## src/rtl/ip_codma_pkg.sv

```systemverilog
// ---------------------------------------------------------------------------
// ip_codma_pkg
// Shared definitions for the CODMA bus arbiter:
//   - legal transfer size codes (one beat = one double-word)
//   - arbiter state enum arb_state_e
//   - size_to_beats(): size code -> beat count (0 for an illegal code)
// ---------------------------------------------------------------------------
package ip_codma_pkg;

    localparam logic [3:0] SZ_1DW = 4'h1;
    localparam logic [3:0] SZ_2DW = 4'h2;
    localparam logic [3:0] SZ_4DW = 4'h4;

    typedef enum logic [1:0] {
        ST_IDLE = 2'd0,
        ST_ADDR = 2'd1,
        ST_DATA = 2'd2,
        ST_REJ  = 2'd3
    } arb_state_e;

    // A return of 0 marks the size code as illegal.
    function automatic logic [2:0] size_to_beats(input logic [3:0] size);
        case (size)
            SZ_1DW:  size_to_beats = 3'd1;
            SZ_2DW:  size_to_beats = 3'd2;
            SZ_4DW:  size_to_beats = 3'd4;
            default: size_to_beats = 3'd0;
        endcase
    endfunction

endpackage

```

## src/rtl/ip_codma_rr_picker.sv

```systemverilog
// ---------------------------------------------------------------------------
// ip_codma_rr_picker
// Purely combinational round-robin picker: returns the first asserted
// request at or above rr_ptr, wrapping modulo NUM_MASTERS.
// Ports:
//   req     in   NUM_MASTERS  request vector
//   rr_ptr  in   IDX_W        index with highest priority this cycle
//   valid   out  1            at least one request present
//   index   out  IDX_W        winning master index (0 when !valid)
// ---------------------------------------------------------------------------
module ip_codma_rr_picker #(
    parameter  int NUM_MASTERS = 4,
    localparam int IDX_W       = $clog2(NUM_MASTERS)
) (
    input  logic [NUM_MASTERS-1:0] req,
    input  logic [IDX_W-1:0]       rr_ptr,
    output logic                   valid,
    output logic [IDX_W-1:0]       index
);

    int               cand;
    logic [IDX_W-1:0] cand_idx;

    // Scan from the farthest offset down to offset 0 so the nearest
    // requester (smallest offset from rr_ptr) is the last, winning write.
    always_comb begin
        valid    = 1'b0;
        index    = '0;
        cand     = 0;
        cand_idx = '0;
        for (int off = NUM_MASTERS - 1; off >= 0; off--) begin
            cand = int'(rr_ptr) + off;
            if (cand >= NUM_MASTERS) begin
                cand = cand - NUM_MASTERS;
            end
            cand_idx = IDX_W'(cand);
            if (req[cand_idx]) begin
                valid = 1'b1;
                index = cand_idx;
            end
        end
    end

endmodule

```

## src/rtl/ip_codma_bus_arbiter.sv

```systemverilog
// ---------------------------------------------------------------------------
// ip_codma_bus_arbiter
// N-master to 1-slave arbiter for the CODMA bus. Ownership is round-robin
// and is held from the address phase through the last data beat. Illegal
// requests are rejected locally; a stalled slave is aborted after
// TIMEOUT_CYCLES cycles.
//
// Handshake: a master holds m_read/m_write, m_addr and m_size stable until it
// sees m_grant (address phase end). A data beat transfers in any DATA cycle
// where the producing side's valid is high (s_read_valid for reads,
// m_write_valid[owner] for writes); there is no back-pressure on beats.
// m_error is a one-cycle pulse to the owner and always ends the transaction.
//
// Ports:
//   clk, reset_n                      clock, synchronous active-low reset
//   m_read/m_write/m_addr/m_size      per-master address-phase request
//   m_write_data/m_write_valid        per-master write beats
//   m_grant/m_read_valid/m_error      per-master responses, owner only
//   m_read_data                       read data to masters
//   s_read/s_write/s_addr/s_size      slave-side address phase
//   s_grant/s_error                   slave address/transaction response
//   s_read_data/s_read_valid          slave read beats
//   s_write_data/s_write_valid        owner write beats to slave
//   busy                              state != IDLE
//   owner                             current / last owner index
//   dbg_state                         FSM state for debug and checkers
// ---------------------------------------------------------------------------
module ip_codma_bus_arbiter
    import ip_codma_pkg::*;
#(
    parameter  int NUM_MASTERS    = 4,
    parameter  int ADDR_W         = 32,
    parameter  int DATA_W         = 64,
    parameter  int SIZE_W         = 4,
    parameter  int TIMEOUT_CYCLES = 256,
    localparam int IDX_W          = $clog2(NUM_MASTERS)
) (
    input  logic                          clk,
    input  logic                          reset_n,
    input  logic [NUM_MASTERS-1:0]        m_read,
    input  logic [NUM_MASTERS-1:0]        m_write,
    input  logic [NUM_MASTERS*ADDR_W-1:0] m_addr,
    input  logic [NUM_MASTERS*SIZE_W-1:0] m_size,
    input  logic [NUM_MASTERS*DATA_W-1:0] m_write_data,
    input  logic [NUM_MASTERS-1:0]        m_write_valid,
    output logic [NUM_MASTERS-1:0]        m_grant,
    output logic [DATA_W-1:0]             m_read_data,
    output logic [NUM_MASTERS-1:0]        m_read_valid,
    output logic [NUM_MASTERS-1:0]        m_error,
    output logic                          s_read,
    output logic                          s_write,
    output logic [ADDR_W-1:0]             s_addr,
    output logic [SIZE_W-1:0]             s_size,
    input  logic                          s_grant,
    input  logic [DATA_W-1:0]             s_read_data,
    input  logic                          s_read_valid,
    output logic [DATA_W-1:0]             s_write_data,
    output logic                          s_write_valid,
    input  logic                          s_error,
    output logic                          busy,
    output logic [IDX_W-1:0]              owner,
    output arb_state_e                    dbg_state
);

    localparam int TMR_W = $clog2(TIMEOUT_CYCLES);

    arb_state_e       state;
    logic [IDX_W-1:0] rr_ptr;
    logic [2:0]       beat_cnt;
    logic [TMR_W-1:0] timer;
    logic             dir_write;

    // Legal only if the code fits in the 4-bit size space and maps to beats.
    function automatic logic size_ok(input logic [SIZE_W-1:0] s);
        size_ok = ((s >> 4) == '0) && (size_to_beats(4'(s)) != 3'd0);
    endfunction

    // ---- round-robin pick among current requesters ----
    logic             pick_valid;
    logic [IDX_W-1:0] pick_idx;

    ip_codma_rr_picker #(.NUM_MASTERS(NUM_MASTERS)) u_picker (
        .req    (m_read | m_write),
        .rr_ptr (rr_ptr),
        .valid  (pick_valid),
        .index  (pick_idx)
    );

    // Legality is judged on the winner's inputs before it becomes owner.
    logic win_illegal;
    assign win_illegal = (m_read[pick_idx] & m_write[pick_idx])
                       | ~size_ok(m_size[pick_idx*SIZE_W +: SIZE_W]);

    // ---- owner's live inputs ----
    logic              own_read, own_write, own_req;
    logic [ADDR_W-1:0] own_addr;
    logic [SIZE_W-1:0] own_size;
    logic [DATA_W-1:0] own_wdata;

    assign own_read  = m_read[owner];
    assign own_write = m_write[owner];
    assign own_req   = own_read | own_write;
    assign own_addr  = m_addr[owner*ADDR_W +: ADDR_W];
    assign own_size  = m_size[owner*SIZE_W +: SIZE_W];
    assign own_wdata = m_write_data[owner*DATA_W +: DATA_W];

    logic             timeout_hit;
    logic             beat;
    logic [IDX_W-1:0] owner_next;

    assign timeout_hit = (timer == TMR_W'(TIMEOUT_CYCLES - 1));
    assign beat        = (state == ST_DATA)
                       & (dir_write ? m_write_valid[owner] : s_read_valid);
    assign owner_next  = (owner == IDX_W'(NUM_MASTERS - 1)) ? '0 : owner + 1'b1;

    // ---- FSM and counters ----
    always_ff @(posedge clk) begin
        if (!reset_n) begin
            state     <= ST_IDLE;
            rr_ptr    <= '0;
            owner     <= '0;
            beat_cnt  <= '0;
            timer     <= '0;
            dir_write <= 1'b0;
        end else begin
            case (state)
                ST_IDLE: begin
                    if (pick_valid) begin
                        owner <= pick_idx;
                        timer <= '0;
                        state <= win_illegal ? ST_REJ : ST_ADDR;
                    end
                end
                ST_REJ: begin
                    state  <= ST_IDLE;
                    rr_ptr <= owner_next;
                end
                ST_ADDR: begin
                    timer <= timer + 1'b1;
                    if (s_grant) begin
                        if (s_error) begin
                            state  <= ST_IDLE;
                            rr_ptr <= owner_next;
                        end else begin
                            state     <= ST_DATA;
                            beat_cnt  <= size_to_beats(4'(own_size));
                            dir_write <= own_write;
                            timer     <= '0;
                        end
                    end else if (!own_req || timeout_hit) begin
                        state  <= ST_IDLE;
                        rr_ptr <= owner_next;
                    end
                end
                ST_DATA: begin
                    timer <= timer + 1'b1;
                    if (s_error || (!beat && timeout_hit)) begin
                        state  <= ST_IDLE;
                        rr_ptr <= owner_next;
                    end else if (beat) begin
                        timer    <= '0;
                        beat_cnt <= beat_cnt - 3'd1;
                        if (beat_cnt == 3'd1) begin
                            state  <= ST_IDLE;
                            rr_ptr <= owner_next;
                        end
                    end
                end
                default: state <= ST_IDLE;
            endcase
        end
    end

    // ---- output decode; everything is zero in IDLE ----
    always_comb begin
        m_grant       = '0;
        m_error       = '0;
        m_read_valid  = '0;
        m_read_data   = '0;
        s_read        = 1'b0;
        s_write       = 1'b0;
        s_addr        = '0;
        s_size        = '0;
        s_write_data  = '0;
        s_write_valid = 1'b0;
        case (state)
            ST_REJ: begin
                m_grant[owner] = 1'b1;
                m_error[owner] = 1'b1;
            end
            ST_ADDR: begin
                s_read         = own_read;
                s_write        = own_write;
                s_addr         = own_addr;
                s_size         = own_size;
                m_grant[owner] = s_grant;
                if (s_grant) begin
                    m_error[owner] = s_error;
                end else if (own_req && timeout_hit) begin
                    // Abort also ends the master's address phase.
                    m_grant[owner] = 1'b1;
                    m_error[owner] = 1'b1;
                end
            end
            ST_DATA: begin
                if (dir_write) begin
                    s_write_valid = m_write_valid[owner];
                    s_write_data  = own_wdata;
                end else begin
                    m_read_valid[owner] = s_read_valid;
                    m_read_data         = s_read_data;
                end
                m_error[owner] = s_error | (!beat & timeout_hit);
            end
            default: ;
        endcase
    end

    assign busy      = (state != ST_IDLE);
    assign dbg_state = state;

endmodule

```

## config.mk

```make
export PLATFORM = sky130hd
export DESIGN_NAME = ip_codma_bus_arbiter
export DESIGN_NICKNAME = d
export VERILOG_FILES = /design/src/rtl/ip_codma_pkg.sv /design/src/rtl/ip_codma_rr_picker.sv /design/src/rtl/ip_codma_bus_arbiter.sv
export SDC_FILE = /design/constraint.sdc
export NUM_CORES = 1
export LEC_CHECK = 0
export CAP_MARGIN = 5
export CORE_AREA = 2 2 260 262
export CTS_BUF_LIST = sky130_fd_sc_hd__clkbuf_2 sky130_fd_sc_hd__clkbuf_4 sky130_fd_sc_hd__clkbuf_8
export DETAILED_ROUTE_END_ITERATION = 10
export DIE_AREA = 0 0 262 264
export PLACE_DENSITY = 0.34
export SETUP_SLACK_MARGIN = 0.4
export SYNTH_ARGS = -nofsm -noshare
export SYNTH_HDL_FRONTEND = slang
export SYNTH_SLANG_ARGS = --single-unit
```

## constraint.sdc

```tcl
create_clock -name clk -period 2.5 [get_ports clk]
set_input_delay 0.625 -clock clk [delete_from_list [all_inputs] [get_ports clk]]
set_output_delay 0.625 -clock clk [all_outputs]
set_load 0.01 [all_outputs]
```

==> flow_summary.ini <==
[min_path]
hold_end = beat_cnt[2]$_SDFFE_PN0P_
hold_class = reg2reg
whs_path_depth = 1
min_from = beat_cnt[2]$_SDFFE_PN0P_

[yosys]
synth_edf_count = 0
yosys.area_share.xor_xnor = 0.0153
synthArstFlopShare = 0
yosysWarningCount = 0
yosys.area.top_type_share = 0.442
muxShareOfSynthArea = 0.465
synth_top_family_by_area = multiplexers
synthCells = 519
synth_seq_cells = 18
synth-adder-area-share = 0.0340
synth_nets = 1014
ys_top_cells_by_count = 176 x and2_1, 101 x mux4_2, 27 x nor2_1, 24 x clkbuf_1, 18 x dfxtp_1
synth.most_common_cell = and2_1
avgSynthCellArea_sq_um = 9.92
synth_compound_area_frac = 0.0766
ys_seq_area_frac = 0.0700
netlist_area_sq_um = 5150
yosysUniqueCellTypes = 53
synth_largest_area_cell = mux4_2
yosys.area_share.simple = 0.292
synthFlopType = dfxtp_1
synthTopCellsByArea = mux4_2 44%, and2_1 21%, dfxtp_1 7.0%

[critical_path]
cp_max_fo = 4
cp_slowest_cell = mux4_2
start_kind = input port
worstSetupPathType = in2out
crit_buf_inv = 3
worst_path_largest_cell_delay_ns = 0.51
critPathLaunch = m_read[3]
rrSetupSlack_ns = -0.06
worstReg2RegStart = owner[0]$_SDFFE_PN0P_
cp.required_ns = 1.88
crit_path_frequent_cell = buf_6
cp_top_family = multiplexers
regToRegEndpoint = beat_cnt[1]$_SDFFE_PN0P_
cp.arrival_ns = 2.29
rr_worst_depth = 15
cp_cell_sequence = clkdlybuf4s15_2 -> mux4_2 -> nor2_4 -> o21bai_4 -> a31oi_4 -> a21oi_2 -> buf_6 -> and2_4 -> buf_6
critPathCaptureType = output pin

[detailed_routing]
first_pass_iters = 4
drc = 0
wl_um = 57600
via_count = 8108
drtIter0Drc = 372
detail_route.vias_per_cell = 3.56
drt-wirelength-per-cell_um = 25.3
final_antenna_net_count = 0

[final_layout]
n_fill_cell = 7148
final_area_sq_um = 16700
fin_cells = 2277
regArea_sq_um = 375
num-nets-final = 1890
multi_input_area_sq_um = 5280
area_delta_synth_final_pct = 224
layout-drive-gt1-share = 0.532

[power_and_ir_drop]
power_density_nw_per_um2 = 552
ir_drop_v = 0.000232
leakagePower_nw = 6.65

[place]
gp_congestion = 0.891
io_buffers = 664
dp_hpwl_um = 45800
dp_slack_ns = -1.32
post_dp_cell_area_sq_um = 13800
dp.cells = 2119

[run_status]
violations = setup timing
status = finished, violations left

[clock_network]
h-tree-depth = 1
cts_made_buffers = 3
cts_tree = built
clock_latency_ns = 0.26
root_buffer = clkbuf_8
clk_path_buf_depth = 2
clk_pin_slew_ns = 0.08
hold_buffers = 0
cts.sinks = 18

[global_routing]
antenna_found_initial = 11
track_usage = 0.156
grt_max_degree = 39
grt_pass1_vias = 8520
grt_pass1_wl_um = 74100
grt.overflow.total = 0

[timing]
fin_crit_sh = 1.17
timing.hold.ws_ns = 0.511
setup_violations = 113
final.setup.tns_ns = -27.25
worst_pin_slew_ns = 0.346
setup_ws_ns = -0.415
slew_headroom = 0.769
hold_viol = 0
max_freq_mhz = 343
finalClockSkew_ns = 0.0130
period_needed_ns = 2.92
rsz0062_at_grt = yes
slew_violations = 0

[die]
die_area_sq_um = 69200
fp-row-count = 95
core_area_sq_um = 66600
start_util = 0.0773
die_w_um = 262
die_y_um = 264
io_pins = 665

[run]
drv_cap = 0
logic make-up after synthesis:
family | Yosys count
flops | 18
mux | 111
buf+inv | 56
simple gates | 253
fa+ha+maj | 14
compound gates | 58
xor+xnor | 9
cells in the final DEF, fill, tap and decap left out, drive strengths merged, types with 10 or more instances in the layout:
master and count:
clkdlybuf4s50 446, buf 406, and2 176, mux4 102, dlygate4sd2 52, nor2 27, o21ai 19, dfxtp 18
a21oi 15, ha 14, nand2 13, inv 12, diode 10
layout make-up:
class / count / share of cell area
inverters: 12 / 0.00300
diodes: 10 / 0.00150
multi-input cells: 445 / 0.317
clock buffers: 4 / 0.00293
repair buffers: 915 / 0.587
flip-flops and latches: 18 / 0.0225
well taps: 873 / 0.0656
routing by layer:
layer  up-vias  part of all wire  GRT usage
met5         -           0.00071          0
met2       270              0.51      0.286
li1       3728                 -          -
met1      4076              0.42      0.192
met4         6            0.0081     0.0169
met3        28             0.061     0.0322
power breakdown:
| part | internal [mW] | switching [mW] | leakage (nW) | total [mW] |
|---|---|---|---|---|
| logic | 5.24 | 3.32 | 6.48 | 8.57 |
| clock network | 0.124 | 0.107 | 0.0262 | 0.231 |
| registers | 0.344 | 0.0527 | 0.149 | 0.396 |
state kept, by name, summed over array words and instances, names as in the netlist:
| register | count |
|---|---|
| timer | 8 |
| owner | 2 |
| beat_cnt | 3 |
| dir_write | 1 |
| dbg_state | 2 |
| rr_ptr | 2 |
worst max-delay path by stage:
stage                             to  slack (ns)  cells past startpoint
after floorplan           m_error[0]        0.11                      6
after CTS                 m_error[1]       -0.46                      9
after global placement    m_error[3]       -1.25                      9
final                     m_error[1]       -0.42                      9
after global routing      m_error[0]       -0.48                      9
after detailed placement  m_error[0]       -1.32                      9
worst reg2reg max path, cell delays in order, from the launching register on:
cell,delay (ns)
dfxtp_4,0.38
buf_12,0.13
buf_12,0.13
buf_6,0.11
buf_8,0.12
buf_8,0.11
buf_6,0.11
buf_6,0.10
mux4_2,0.50
buf_6,0.15
buf_6,0.11
nor4b_4,0.26
nand2_1,0.09
o21ai_2,0.06
mux2i_1,0.08
nor2_1,0.08
per-stage QoR:
| stage | power (mW) | utilization |
|---|---|---|
| after floorplan | 3.13 | - |
| after detailed placement | 6.16 | 0.207 |
| after global routing | 9.74 | 0.250 |
| after global placement | 6.20 | 0.207 |
| final | 9.19 | 0.250 |
| after CTS | 8.60 | 0.235 |
repair_timing:
| item | in CTS | in global routing |
|---|---|---|
| resized for setup | 992 | 183 |
| cloned | 21 | 0 |
| setup buffers | 85 | 38 |
| endpoints found under the setup margin | 199 | 196 |
| pin swaps | 84 | 97 |
(Power assumes the default switching activity.)
==> variant (same settings) <==
Change the parameter `DATA_W` from 64 to 32.
--- a/src/rtl/ip_codma_bus_arbiter.sv
+++ b/src/rtl/ip_codma_bus_arbiter.sv
@@ -31,5 +31,5 @@
     parameter  int NUM_MASTERS    = 4,
     parameter  int ADDR_W         = 32,
-    parameter  int DATA_W         = 64,
+    parameter  int DATA_W         = 32,
     parameter  int SIZE_W         = 4,
     parameter  int TIMEOUT_CYCLES = 256,
Interface: changed (resized m_read_data, m_write_data, s_read_data and s_write_data); port bits go from 665 to 441. No check against the original RTL was run, so the function may have changed too.
==> variant against the original RTL <==
The run still ends with negative setup slack left. Area after synthesis is 24% lower. Wire length down 47%. Final area is 29% lower. Sequential power barely moved. Power is 30% lower. Setup slack got worse by 0.019 ns. Register-to-register slack lost 0.04 ns. Non-clock buffer count fell by 298. Combinational power shrank 32%. Sequential cell count unchanged.
==> variant: results (changes against the original RTL) <==
Clocking
  – Clk Latency, worst-skew pair: 0.26 ns (about the same)
  – Clk buf depth: 2 (unchanged)

Min path
  – Hold Crit Depth: 2 (+1)
  – WHS Endpoint: beat_cnt[1]
  – Hold_sp: beat_cnt[1]

Setup path
  – R2R Path Start: owner[0]
  – Worst setup path endpoint: m_error[0]
  – Reg2Reg Depth: 13 (-2)
  – Crit path from: m_read[1]
  – R2R Setup Slk: -0.10 ns (-0.04 ns)
  – Crit-path leading delay family: buffers and inverters
  – RR Endpoint: dbg_state[1]
  – Worst Path Arrival: 2.31 ns (+0.02 ns)

STA
  – Final setup viols: 83 (-27%)
  – Hold WS: 0.517 ns (+0.00581 ns)
  – Post-route worst setup slack: -0.434 ns (-0.0193 ns)
  – Post-Route Setup TNS: -15.12 ns (+12.13 ns)
  – Clock skew: 0.0101 ns (-0.00294 ns)
  – Max_slew headroom: 74.1% (-2.8 points)

Synth
  – Top cells by count, synth: 78 x and2_1, 70 x mux4_2, 36 x nor2b_1
  – Cells after synthesis: 407 (-22%)
  – Post-synth cell types: 51 (-3.8%)
  – Net Count, Synth: 742 (-27%)
  – Largest cells by area after synthesis: mux4_2 40%, and2_1 12%, dfxtp_1 9.2%
  – Post-synthesis sequential area ratio: 9.20% (+2.2 points)

Place
  – # port buffers: 440 (-34%)
  – Setup WS pre-CTS: -1.31 ns (+0.00360 ns)
  – HPWL after DPL: 23800 µm (-48%)
  – Placed cell area: 0.0103 mm² (-25%)
  – Routability cong.: 0.750 (-16%)
  – Inst Count DP: 1790 (-16%)

GRT
  – Total track usage: 8.27% (-7.4 points)
  – Met3 Use GR: 2.00% (-1.2 points)
  – Vias in the first global route: 6331 (-26%)
  – M2 GR Usage: 16.0% (-13 points)
  – Largest net degree at the start of global routing: 33 (-15%)
  – Initial antenna violation count: 2 (-9)
  – Met1 GRT Util: 9.39% (-9.8 points)
  – First-pass GRT wire length: 42000 µm (-43%)

Status
  – Status: complete, but fails checks
  – Failing checks: negative setup slack

Drt
  – Detailed Route WL: 30500 µm (-47%)
  – Top sig layer: met4
  – DRT Pass-1 Iters: 4 (unchanged)
  – Vias post-DR: 5765 (-29%)
  – DRT iter0 DRCs: 133 (-64%)
  – Wire length on met3: 2310 µm (-34%)
  – DRT met1 WL: 11700 µm (-51%)
  – Avg WL per Cell: 16.3 µm (-36%)
  – Routed wl met2: 16300 µm (-45%)

Power
  – Sw Share: 36.7% (-1.2 points)
  – Clk pwr: 0.000220 W (-5%)
  – Leakage: 4.58 nW (-31%)
  – Power share of the combinational group: 90.4% (-2.8 points)
  – Power density of the placed cells: 541 mW/mm² (-2.1%)

Final layout
  – Fill count: 7413 (+3.7%)
  – Layout cell share with drive strength beyond 1: 46.7% (-6.4 points)
  – Fin nets: 1335 (-29%)
==> variant: cells by family (layout without fill, tap and decap cells) <==
family                   count (synthesis)  count (layout)  synth area share, %
AO/OA/AOI/OAI                           56              56                 9.30
XOR/XNOR                                 9               9                 2.01
adder cells (fa/ha/maj)                 14              14                 4.47
buffers and inverters                   41             633                 4.34
flip-flops                              18              18                 9.20
multiplexers                            79              79                 42.6
other                                    0               1                    0
AND/OR/NAND/NOR                        190             190                 28.1
==> variant: area by class of cell <==
type | count | area [µm²] | area share, %
antenna | 1 | 2.50 | 0.0211
inverter | 12 | 53.8 | 0.454
clock inverter | 1 | 3.75 | 0.0317
sequential | 18 | 370 | 3.12
timing repair buffer | 617 | 6390 | 53.9
tap | 873 | 1090 | 9.21
clock buffer | 3 | 41.3 | 0.348
multi-input combinational | 348 | 3910 | 33.0
==> variant: repair_timing <==
item | in CTS | in global routing
endpoints found under the setup margin | 135 | 132
gates resized for setup | 594 | 70
pin swaps | 42 | 20
gates cloned | 10 | 1
setup buffers | 48 | 19
